**src/rtl/divider.sv**
```systemverilog
// divider: multi-cycle 80186 DIV/IDIV unit that sits beside the execute-stage ALU.
// Restoring division, one quotient bit per cycle, MSB first.
//
// Ports:
//   clk, reset_n          core clock, asynchronous active-low reset
//   start                 single-cycle request, sampled only in IDLE
//   is_8_bit              1: dividend[15:0] / divisor[7:0]; 0: dividend[31:0] / divisor[15:0]
//   is_signed             1: IDIV (two's complement), 0: DIV
//   dividend, divisor     operands (DX:AX or AX, and the source operand)
//   quotient, remainder   registered results (AL/AH zero-extended in 8-bit mode)
//   busy                  start | (state != IDLE)
//   complete              one-cycle pulse, result or error valid
//   error                 divide error, valid with complete
module divider (
    input  logic        clk,
    input  logic        reset_n,
    input  logic        start,
    input  logic        is_8_bit,
    input  logic        is_signed,
    input  logic [31:0] dividend,
    input  logic [15:0] divisor,
    output logic [15:0] quotient,
    output logic [15:0] remainder,
    output logic        busy,
    output logic        complete,
    output logic        error
);

    localparam logic [1:0] IDLE  = 2'd0;
    localparam logic [1:0] PREP  = 2'd1;
    localparam logic [1:0] RUN   = 2'd2;
    localparam logic [1:0] FIXUP = 2'd3;

    logic [1:0]  state;
    logic [31:0] dvd_r;
    logic [15:0] dvs_r;
    logic        is8_r;
    logic        sgn_r;
    logic        neg_q;
    logic        neg_r;
    logic [15:0] rem;    // partial remainder, always < dmag
    logic [15:0] lo;     // dividend bits still to shift in, MSB-aligned
    logic [15:0] q;      // quotient bits, shifted in from the LSB
    logic [15:0] dmag;   // |divisor|
    logic [4:0]  cnt;

    // ---- PREP: magnitudes and signs ----
    logic        dvd_neg, dvs_neg;
    logic [31:0] ad32;
    logic [15:0] ad16, as16;
    logic [7:0]  as8;
    logic [15:0] prep_hi, prep_lo, prep_dvs;
    logic        prep_err;

    assign dvd_neg  = sgn_r & (is8_r ? dvd_r[15] : dvd_r[31]);
    assign dvs_neg  = sgn_r & (is8_r ? dvs_r[7]  : dvs_r[15]);
    assign ad32     = dvd_neg ? (32'd0 - dvd_r)        : dvd_r;
    assign ad16     = dvd_neg ? (16'd0 - dvd_r[15:0])  : dvd_r[15:0];
    assign as16     = dvs_neg ? (16'd0 - dvs_r)        : dvs_r;
    assign as8      = dvs_neg ? (8'd0 - dvs_r[7:0])    : dvs_r[7:0];
    assign prep_hi  = is8_r ? {8'd0, ad16[15:8]} : ad32[31:16];
    assign prep_lo  = is8_r ? {ad16[7:0], 8'd0}  : ad32[15:0];
    assign prep_dvs = is8_r ? {8'd0, as8}        : as16;
    // Upper half >= divisor means the quotient cannot fit in n bits.
    assign prep_err = (prep_dvs == 16'd0) || (prep_hi >= prep_dvs);

    // ---- RUN: one restoring step ----
    logic [16:0] shifted;
    logic        fits;
    logic [15:0] diff;

    assign shifted = {rem, lo[15]};
    assign fits    = shifted >= {1'b0, dmag};
    // The difference is below dmag when it fits, so 16 bits are enough.
    assign diff    = shifted[15:0] - dmag;

    // ---- FIXUP: sign correction and range check ----
    logic [15:0] qmag, limit, q_fix, r_fix;
    logic        range_err;

    assign qmag      = is8_r ? {8'd0, q[7:0]} : q;
    assign limit     = is8_r ? 16'h0080 : 16'h8000;
    // Most-negative quotient is legal, its positive twin is not.
    assign range_err = sgn_r & (neg_q ? (qmag > limit) : (qmag >= limit));
    assign q_fix     = neg_q ? (16'd0 - qmag) : qmag;
    assign r_fix     = neg_r ? (16'd0 - rem)  : rem;

    assign busy = start | (state != IDLE);

    always_ff @(posedge clk or negedge reset_n) begin
        if (!reset_n) begin
            state     <= IDLE;
            dvd_r     <= '0;
            dvs_r     <= '0;
            is8_r     <= 1'b0;
            sgn_r     <= 1'b0;
            neg_q     <= 1'b0;
            neg_r     <= 1'b0;
            rem       <= '0;
            lo        <= '0;
            q         <= '0;
            dmag      <= '0;
            cnt       <= '0;
            quotient  <= '0;
            remainder <= '0;
            complete  <= 1'b0;
            error     <= 1'b0;
        end else begin
            complete <= 1'b0;
            error    <= 1'b0;
            case (state)
                IDLE: begin
                    if (start) begin
                        dvd_r <= dividend;
                        dvs_r <= divisor;
                        is8_r <= is_8_bit;
                        sgn_r <= is_signed;
                        state <= PREP;
                    end
                end
                PREP: begin
                    neg_q <= dvd_neg ^ dvs_neg;
                    neg_r <= dvd_neg;
                    if (prep_err) begin
                        complete <= 1'b1;
                        error    <= 1'b1;
                        state    <= IDLE;
                    end else begin
                        rem   <= prep_hi;
                        lo    <= prep_lo;
                        dmag  <= prep_dvs;
                        q     <= '0;
                        cnt   <= '0;
                        state <= RUN;
                    end
                end
                RUN: begin
                    rem <= fits ? diff : shifted[15:0];
                    q   <= {q[14:0], fits};
                    lo  <= {lo[14:0], 1'b0};
                    cnt <= cnt + 5'd1;
                    if (cnt == (is8_r ? 5'd7 : 5'd15))
                        state <= FIXUP;
                end
                default: begin  // FIXUP
                    complete <= 1'b1;
                    state    <= IDLE;
                    if (range_err) begin
                        error <= 1'b1;
                    end else begin
                        quotient  <= is8_r ? {8'd0, q_fix[7:0]} : q_fix;
                        remainder <= is8_r ? {8'd0, r_fix[7:0]} : r_fix;
                    end
                end
            endcase
        end
    end

endmodule

```
**config.mk**
```make
export PLATFORM = sky130hd
export DESIGN_NAME = divider
export DESIGN_NICKNAME = d
export VERILOG_FILES = /design/src/rtl/divider.sv
export SDC_FILE = /design/constraint.sdc
export NUM_CORES = 1
export LEC_CHECK = 0
export CORE_ASPECT_RATIO = 1.5
export CORE_MARGIN = 3
export CORE_UTILIZATION = 59
export DETAILED_ROUTE_END_ITERATION = 8
export HOLD_SLACK_MARGIN = 0.02
export MAX_ROUTING_LAYER = met4
export PLACE_DENSITY = 0.82
export SYNTH_ARGS = -nofsm -noshare
export SYNTH_HDL_FRONTEND = slang
export SYNTH_SLANG_ARGS = --single-unit
export TNS_END_PERCENT = 1
```
**constraint.sdc**
```tcl
create_clock -name clk -period 4.5 [get_ports clk]
set_input_delay 0.45 -clock clk [delete_from_list [all_inputs] [get_ports clk]]
set_output_delay 0.45 -clock clk [all_outputs]
set_load 0.02 [all_outputs]
```
# ---- Word level (Yosys, flattened, before mapping)
# Cells that the tools add are included.
dict set report classes {
  n_lt_le_gt_ge 4
  add_sub_neg 8
  muxes 34
  bitwise_logic 8
  reduce_logical 12
  n_eq_ne 6
}
# op count
set ops {}
lappend ops {{$mux W16} 15}
lappend ops {{$pmux W16 S2} 3}
lappend ops {{$sub A1 B16 Y16 const A} 4}
lappend ops {{$ge A16 B16 Y1} 2}
lappend ops {{$mux W32} 1}
lappend ops {{$sub A1 B32 Y32 const A} 1}
lappend ops {{$ge A17 B16 Y1} 1}
lappend ops {{$gt A16 B16 Y1} 1}
lappend ops {{$logic_not A16 Y1} 1}
lappend ops {{$sub A16 B16 Y16} 1}
lappend ops {{$pmux W5 S2} 1}
lappend ops {{$reduce_and A2 Y1} 5}
lappend ops {{$mux W8} 1}
lappend ops {{$sub A1 B8 Y8 const A} 1}
lappend ops {{$mux W2} 3}
lappend ops {{$ne A2 B2 Y1 const B} 3}
lappend ops {{$pmux W2 S3} 1}
lappend ops {{$add A5 B1 Y5 const B} 1}
lappend ops {{$eq A5 B4 Y1} 1}
lappend ops {{$mux W1} 5}
lappend ops {{$mux W5} 1}
lappend ops {{$mux W4} 1}
lappend ops {{$pmux W1 S2} 2}
lappend ops {{$reduce_bool A2 Y1} 2}
lappend ops {{other kinds (10)} 14}
dict set report totals {
  input_bits 53
  regBits 157
}

# ---- Depth between registers and ports, before layout
# Gate-level depths: netlist of run 1.
dict set report logic_depth {
  depth_word 8
  mapped_depth 20
  depth_no_buf 17
}

# ---- Worst setup path after synthesis of run 1
# Ideal clock, no wire load.
dict set report synth_path {
  path_type {register -> register}
  startpoint {register dvd_r[0]}
  endpoint {register lo[8]}
  path_slack_ns 0.385
  stages_incl_launch_ff 19
  n_path_buf 1
  synth_period_minus_slack_ns 4.115
  arrival_ns 3.989
  path_cell_list {dfrtp_1 -> inv_1 -> ha_1 -> or4b_2 -> nor4_2 -> nor4b_4 -> a31oi_1 -> xnor2_1 -> nor2_1 -> ha_1 -> nand2_1 -> o211ai_1 -> a21oi_1 -> nand2_1 -> a31oi_1 -> o21ai_4 -> and2_1 -> buf_4 -> a221o_1}
}
dict set report synth_via {
  elab_chain_cells 7
  word_cells_on_any_way 12
  cone_classes {add/sub: 2; order compare: 1; eq/ne: 1; mux: 6; reduce/logical: 2}
}
# item line_no
set synth_rtl {}
lappend synth_rtl {{start, declared} 35} ;# logic [31:0] dvd_r;
lappend synth_rtl {{start signal, assigned} 114} ;# dvd_r <= dividend;
lappend synth_rtl {{$sub A1 B32 Y32 or $sub A1 B16 Y16 (tied branches)} {57, 58}}
lappend synth_rtl {{$mux W32 or $mux W16 (tied branches)} {57, 58}}
lappend synth_rtl {{$mux W16} 61} ;# assign prep_hi = is8_r ? {8'd0, ad16[15:8]} : ad32[31:16];
lappend synth_rtl {{$ge A16 B16 Y1} 65} ;# assign prep_err = (prep_dvs == 16'd0) || (prep_hi >= prep_dvs);
lappend synth_rtl {{$logic_or A1 B1 Y1} 65}
lappend synth_rtl {{$ne A2 B2 Y1 (no source line)} -}
lappend synth_rtl {{$reduce_and A2 Y1 (no source line)} -}
lappend synth_rtl {{end signal, assigned} 130} ;# lo <= prep_lo;
lappend synth_rtl {{end signal, assigned} 140} ;# lo <= {lo[14:0], 1'b0};
lappend synth_rtl {{end, declared} 42} ;# logic [15:0] lo;
# Several ways; a longest one is shown, not always the timed one. The select of a mux whose other input is x is not followed.
# A chain may end at the register's enable or synchronous reset.

# ---- Worst setup path after layout of run 1
dict set report layout_path {
  startpoint {register dvd_r[13]}
  endpoint {register rem[11]}
}
dict set report layout_via {
  elab_chain_cells 7
  word_cells_on_any_way 11
  cone_classes {add/sub: 2; order compare: 1; eq/ne: 1; mux: 5; reduce/logical: 2}
}
# item line_no
set layout_rtl {}
lappend layout_rtl {{$sub A1 B32 Y32 or $sub A1 B16 Y16 (tied branches)} {57, 58}}
lappend layout_rtl {{$mux W32 or $mux W16 (tied branches)} {57, 58}}
lappend layout_rtl {{$mux W16 (*)} 61}
lappend layout_rtl {{$ge A16 B16 Y1} 65}
lappend layout_rtl {{$logic_or A1 B1 Y1} 65}
lappend layout_rtl {{$ne A2 B2 Y1 (no source line)} -}
lappend layout_rtl {{$reduce_and A2 Y1 (no source line)} -}
lappend layout_rtl {{end signal, assigned} 129} ;# rem <= prep_hi;
lappend layout_rtl {{end signal, assigned} 138} ;# rem <= fits ? diff : shifted[15:0];
lappend layout_rtl {{end, declared} 41} ;# logic [15:0] rem;
# Every way passes the cells marked *; elsewhere a longest branch is shown, timed or not. The select of a mux whose other input is x is not followed.

==> qor.yml, run 1 <==
status:
  outcome: "finished clean"
critical_path:
  crit_buf_inv: 0
  r2r.worst_path.cells: 15
  r2r_end: "rem[11]"
  cp_slowest_cell: "or4b_1"
  worstSetupStartpointType: "flip-flop"
  rrSetupSlack_ns: 0.19
  critPathLaunch: "dvd_r[13]"
  end_kind: "flip-flop"
  crit_path_frequent_cell: "a21oi_1"
  path_class: "flip-flop to flip-flop"
  required_ns: 4.81
  cp.depth: 15
  crit_path_end: "rem[11]"
  rr_startpoint: "dvd_r[13]"
  cp_slowest_stage_delay_ns: 0.61
  worstPathMaxFanout: 11
  cp.arrival_ns: 4.62
  crit_family: "simple AND/OR/NAND/NOR gates"
  worstPathCellList: "or4_4 -> or4b_1 -> nor4b_4 -> a21oi_1 -> xnor2_1 -> nor2_2 -> ha_1 -> a21oi_1 -> nor2b_1 -> a21oi_2 -> nand2_1 -> a31oi_2 -> o21ai_4 -> and2_2 -> a221o_1"
route:
  wl_per_cell_um: 17.48
  drt_wl_total_um: 23260
  avgViaCountPerCell: 6.110
  drt_iter0_drc: 576
  drc: 0
  vias: 8132
  dr.pass1.iters: 6
  drtAntennaViolNets: 0
logic_synthesis:
  ys_ff_latch: 157
  synth_cells: 1039
  synth_nets: 1131
  synth_common_cells: "dfrtp_1 (157), nand2_1 (119), o21ai_0 (80), nor2_1 (78), nand3_1 (48)"
  ys.flop_type: "dfrtp_1"
  ys_types: 77
  yosysTopAreaCellShare: 0.4059
  yosysMostFrequentCell: "dfrtp_1"
  synth_area_leaders: "dfrtp_1 (41%), mux2_2 (5.4%), ha_1 (4.9%), nand2_1 (4.6%), o21ai_0 (4.1%)"
  ys_seq_area_frac: 0.4059
  async_flop_share: 1.000
  synth-edff-count: 0
  syn_area_mm2: 0.009678
  synth_top_area_cell: "dfrtp_1"
  yosys_warnings: 0
  syn_avg_cell_area_um2: 9.315
grt:
  grt_use_total: 0.2660
  gr-total-overflow: 0
  grt_pass1_vias: 7837
  grt_start_max_net_pins: 87
  grt_pass1_wl_um: 38340
  antenna_found_initial: 0
final_layout:
  seqCellArea_mm2: 0.003930
  multiInputGateArea_mm2: 0.005389
  drive_gt1_frac: 0.1232
  area_delta_synth_final_pct: 18.55
  nNetsFinal: 1207
  diodes: 0
  nFillCells: 1151
place:
  gp_congestion: 0.9204
  io_buffers: 87
  dp.final_hpwl_um: 16650
power:
  p_total_mw: 10.31
  power.density_mw_per_mm2: 898.7
  vdd_ir_drop_max_uv: 558.8
  p_leak_nw: 4.974
timing:
  skew_ns: 0.01492
  timing.fmax_mhz: 231.8
  finalHoldViolations: 0
  hold_ws_ns: 0.06204
  slew_violations: 0
  finalSetupViolCount: 0
  period_share: 0.9589
  fin_setup_tns_ns: 0
  tightest_slew_ns: 0.8213
  layout_min_cycle_time_ns: 4.315
  slew-limit-headroom: 0.4519
worst_hold_path:
  hp-class: "input port to async pin"
clock_network:
  cts_sinks: 157
  root_buffer: "clkbuf_16"
  cts_tree: "done"
  worstSkewPairLatency_ns: 0.44
  path_clk_slew_ns: 0.08
  cts_max_path_buffers: 2
  cts_buffers: 17
  htreeDepth: 4
floorplan:
  coreArea_mm2: 0.01584
  die_h_um: 162.9
  rows: 56
  die_x_um: 110.6
  start_util: 0.6112
  dieArea_mm2: 0.01801
  io-pin-count: 88
run:
  drv_cap: 0
[per-stage QoR]
stage	utilization	instances	setup WS, ns	area [um2]
after floorplan	-	1039	0.3848	9678
after global routing	0.7246	1331	-0.01713	11470
after detailed placement	0.6786	1295	0.06960	10750
after CTS	0.7172	1327	0.03857	11360
final	0.7246	1331	0.1851	11470
after global placement	0.6786	1295	0.1912	10750
[sequential cells by signal, summed over array words and instances, names as in the netlist, 2 cells and up]
register,count
quotient,16
cnt,5
dvs_r,16
lo,16
dmag,16
q,16
dvd_r,32
remainder,16
state,2
rem,16
[layer usage]
layer,vias up,track usage,share of wire
met5,-,-,0
met4,0,0.1115,0.036
met2,277,0.4467,0.50
met3,69,0.03792,0.049
li1,3887,-,-
met1,3899,0.3234,0.41
[report_power, final]
part / internal, mW / total [mW] / switching [mW] / leakage, nW
Sequential: 2.03 / 2.78 / 0.755 / 1.98
Clock: 0.759 / 1.47 / 0.707 / 0.297
Combinational: 2.65 / 6.06 / 3.41 / 2.70
[repair_timing]
item | CTS | global route
endpoints found under the hold margin | 0 | 0
setup endpoints to repair | 0 | 37
hold buffers | 0 | 0
resized for setup | 0 | 10
buffers inserted | 0 | 2
[area by class of cell]
type	instances	area share
flip-flops and latches	157	0.3425
clock buffers	17	0.03708
multi-input cells	785	0.4697
inverters	39	0.01276
well taps	203	0.02214
clock inverters	15	0.01625
repair buffers	115	0.09956
[worst min path at each step]
stage,startpoint,endpoint,cells past startpoint
5_1_grt,reset_n,dvs_r[13],1
3_5_place_dp,quotient[14],quotient[14],2
4_1_cts,reset_n,dvs_r[8],1
2_1_floorplan,reset_n,cnt[0],0
3_3_place_gp,lo[2],lo[3],2
6_report,reset_n,dvs_r[13],1
[layout by cell type (no fill, tap or decap), drive strengths merged, types with 17 or more instances in the layout]
master	netlist	routed
dfrtp	157	157
nand2	119	119
clkdlybuf4s50	0	86
o21ai	85	85
nor2	78	78
nand3	48	48
mux2	47	47
inv	39	47
xor2	41	41
a21oi	41	41
ha	38	38
xnor2	36	36
o31ai	33	33
mux2i	29	29
buf	21	27
clkbuf	37	19
nor3	18	18
or3	17	17
[cell families after synthesis]
logic type	share of synthesized area
DFF	0.4059
adders and majority gates	0.05120
buffers and inverters	0.04408
and+or+nand+nor	0.1792
xor gates and xnor gates	0.06968
AOI/OAI and AO/OA	0.1648
muxes	0.08507
Power figures use the tool's default switching activity.
==> inputs of run 2 (changes only) <==
--- a/config.mk
+++ b/config.mk
@@ -12,6 +12,7 @@
 export HOLD_SLACK_MARGIN = 0.02
 export MAX_ROUTING_LAYER = met4
 export PLACE_DENSITY = 0.82
+export SLEW_MARGIN = 20
 export SYNTH_ARGS = -nofsm -noshare
 export SYNTH_HDL_FRONTEND = slang
 export SYNTH_SLANG_ARGS = --single-unit
==> results of run 2 <==
Same layout as run 1: the final DEF is identical, and so are final timing and power.
==> inputs of run 3 (changes only) <==
--- a/config.mk
+++ b/config.mk
@@ -12,7 +12,7 @@
 export HOLD_SLACK_MARGIN = 0.02
 export MAX_ROUTING_LAYER = met4
 export PLACE_DENSITY = 0.82
-export SLEW_MARGIN = 20
+export SLEW_MARGIN = 40
 export SYNTH_ARGS = -nofsm -noshare
 export SYNTH_HDL_FRONTEND = slang
 export SYNTH_SLANG_ARGS = --single-unit
==> constraint.sdc (replaced) <==
create_clock -name clk -period 4.5 [get_ports clk]
set_input_delay 0.45 -clock clk [delete_from_list [all_inputs] [get_ports clk]]
set_output_delay 0.45 -clock clk [all_outputs]
set_load 0.05 [all_outputs]
==> run 3 against run 2 <==
First-iteration DRC count is 2.1% lower. Via count hardly changed. Critical path type unchanged. Critical endpoint is now lo[3]. Critical path depth rose by 1.
==> qor.yml, run 3 (same netlist as run 1, synthesis figures left out) <==
clock_network:
  cts_sinks: 157  # unchanged
  cts_buffers: 17  # unchanged
  htreeDepth: 4  # unchanged
  cts_max_path_buffers: 2  # unchanged
  root_buffer: "clkbuf_16"
  worstSkewPairLatency_ns: 0.44  # about the same
  path_clk_slew_ns: 0.08  # about the same
  cts_tree: "done"
critical_path:
  r2r_end: "lo[3]"
  crit_path_frequent_cell: "nand2_1"
  cp.arrival_ns: 4.67  # +0.05 ns
  end_kind: "flip-flop"
  worstPathCellList: "or4_4 -> or4b_1 -> nor4b_4 -> a31oi_1 -> xnor2_1 -> nor2_1 -> ha_1 -> nand2_1 -> o211ai_1 -> a21oi_2 -> nand2_1 -> a31oi_2 -> o21ai_4 -> buf_12 -> or3_1 -> nand3_1"
  required_ns: 4.87  # +0.06 ns
  rr_startpoint: "dvd_r[13]"
  crit_family: "simple AND/OR/NAND/NOR gates"
  cp_slowest_stage_delay_ns: 0.61  # about the same
  rrSetupSlack_ns: 0.20  # +0.02 ns
  crit_buf_inv: 1  # +1
  worstPathMaxFanout: 24  # +13
  path_class: "flip-flop to flip-flop"
  r2r.worst_path.cells: 16  # +1
  cp_slowest_cell: "or4b_1"
  worstSetupStartpointType: "flip-flop"
run:
  drv_cap: 0  # unchanged
final_layout:
  final_common_cell: "dfrtp_1"
  mostFrequentLayoutCells: "dfrtp_1 (156), nand2_1 (119), clkdlybuf4s50_1 (86)"
  nNetsFinal: 1207  # unchanged
  drive_gt1_frac: 0.1232  # unchanged
  largest_register: "dvd_r"
  largest_reg_flops: 32  # unchanged
  area_delta_synth_final_pct: 18.67  # about the same
  diodes: 0  # unchanged
  design_area_mm2: 0.01148  # about the same
timing:
  skew_ns: 0.01449  # -0.0004270 ns
  timing.fmax_mhz: 232.7  # +0.41%
  slew-limit-headroom: 0.5494  # +0.09751
  layout_min_cycle_time_ns: 4.297  # -0.01747 ns
  tightest_slew_ns: 0.6760  # -0.1453 ns
  hold_ws_ns: 0.05066  # -0.01139 ns
  slew_violations: 0  # unchanged
  finalSetupViolCount: 0  # unchanged
  finalHoldViolations: 0  # unchanged
  period_share: 0.9550  # -0.003883
worst_hold_path:
  hp-class: "input port to async pin"
route:
  drt_iter0_drc: 564  # -2.1%
  dr.pass1.iters: 5  # -1
  vias: 8139  # +0.086%
  drc: 0  # unchanged
  wl_per_cell_um: 17.46  # -0.12%
  avgViaCountPerCell: 6.115  # about the same
  drt_wl_total_um: 23240  # -0.12%
  drtAntennaViolNets: 0  # unchanged
floorplan:
  rows: 56  # unchanged
  start_util: 0.6112  # unchanged
  dieArea_mm2: 0.01801  # unchanged
  die_h_um: 162.9  # unchanged
  die_x_um: 110.6  # unchanged
  io-pin-count: 88  # unchanged
  coreArea_mm2: 0.01584  # unchanged
place:
  place_area_mm2: 0.01075  # unchanged
  gp_congestion: 0.9204  # unchanged
  io_buffers: 87  # unchanged
  dp.final_hpwl_um: 16650  # unchanged
grt:
  grt_pass1_wl_um: 38340  # unchanged
  antenna_found_initial: 0  # unchanged
  grt_pass1_vias: 7837  # unchanged
  grt_start_max_net_pins: 87  # unchanged
  gr-total-overflow: 0  # unchanged
  grt_use_total: 0.2660  # unchanged
status:
  outcome: "finished clean"
run 3: cell count changes in the layout (fill, tap and decap cells not counted), sizes merged:
| cell | delta |
|---|---|
| buf | -1 |
| clkbuf | +1 |
run 3: area by class of cell:
class | count | area, um2
Multi-Input combinational cell | 785 | 5398
Timing Repair Buffer | 115 | 1145
Clock inverter | 15 | 186.4
Clock buffer | 17 | 425.4
Sequential cell | 157 | 3930
Fill cell | 1145 | 4350
Inverter | 39 | 146.4
Tap cell | 203 | 254.0
run 3: worst max path at each step:
stage | startpoint | cells past startpoint | end | slack [ns]
after global placement | dvd_r[0] | 17 | rem[3] | 0.19
after CTS | dvd_r[0] | 17 | rem[11] | 0.04
after detailed placement | dvd_r[13] | 14 | lo[14] | 0.07
after floorplan | dvd_r[0] | 18 | lo[8] | 0.38
after global routing | dvd_r[13] | 16 | lo[3] | -0.02
final | dvd_r[13] | 16 | lo[3] | 0.20
run 3: metal layers:
layer / vias up / GRT usage / wire [um]
met2: 306 / 0.4467 / 11600
met1: 3871 / 0.3234 / 9406
met5: - / - / 0
li1: 3885 / - / -
met3: 77 / 0.03792 / 1325
met4: 0 / 0.1115 / 909
run 3: worst reg2reg max path, cell delays in order (launching register included):
cell,delay [ns]
dfrtp_1,0.43
or4_4,0.55
or4b_1,0.61
nor4b_4,0.37
a31oi_1,0.16
xnor2_1,0.14
nor2_1,0.15
ha_1,0.29
nand2_1,0.08
o211ai_1,0.13
a21oi_2,0.21
nand2_1,0.09
a31oi_2,0.22
o21ai_4,0.14
buf_12,0.18
or3_1,0.38
nand3_1,0.09
run 3: what timing repair did:
action                                  CTS  global route
resized for setup                         0            11
endpoints found under the setup margin    0            37
buffers inserted                          0             2
hold buffers                              0             0
run 3: per-stage QoR:
step | setup WS [ns] | cells | utilization | TNS (ns)
floorplan | 0.3848 | 1039 | - | 0
global placement | 0.1912 | 1295 | 0.6786 | 0
detailed placement | 0.06960 | 1295 | 0.6786 | 0
CTS | 0.03857 | 1327 | 0.7172 | 0
global route | -0.01695 | 1331 | 0.7253 | -0.01695
finish | 0.2026 | 1331 | 0.7253 | 0
Power of run 3 is not shown: default switching activity piles up to over one toggle a cycle in this logic, so the estimate is an artifact.
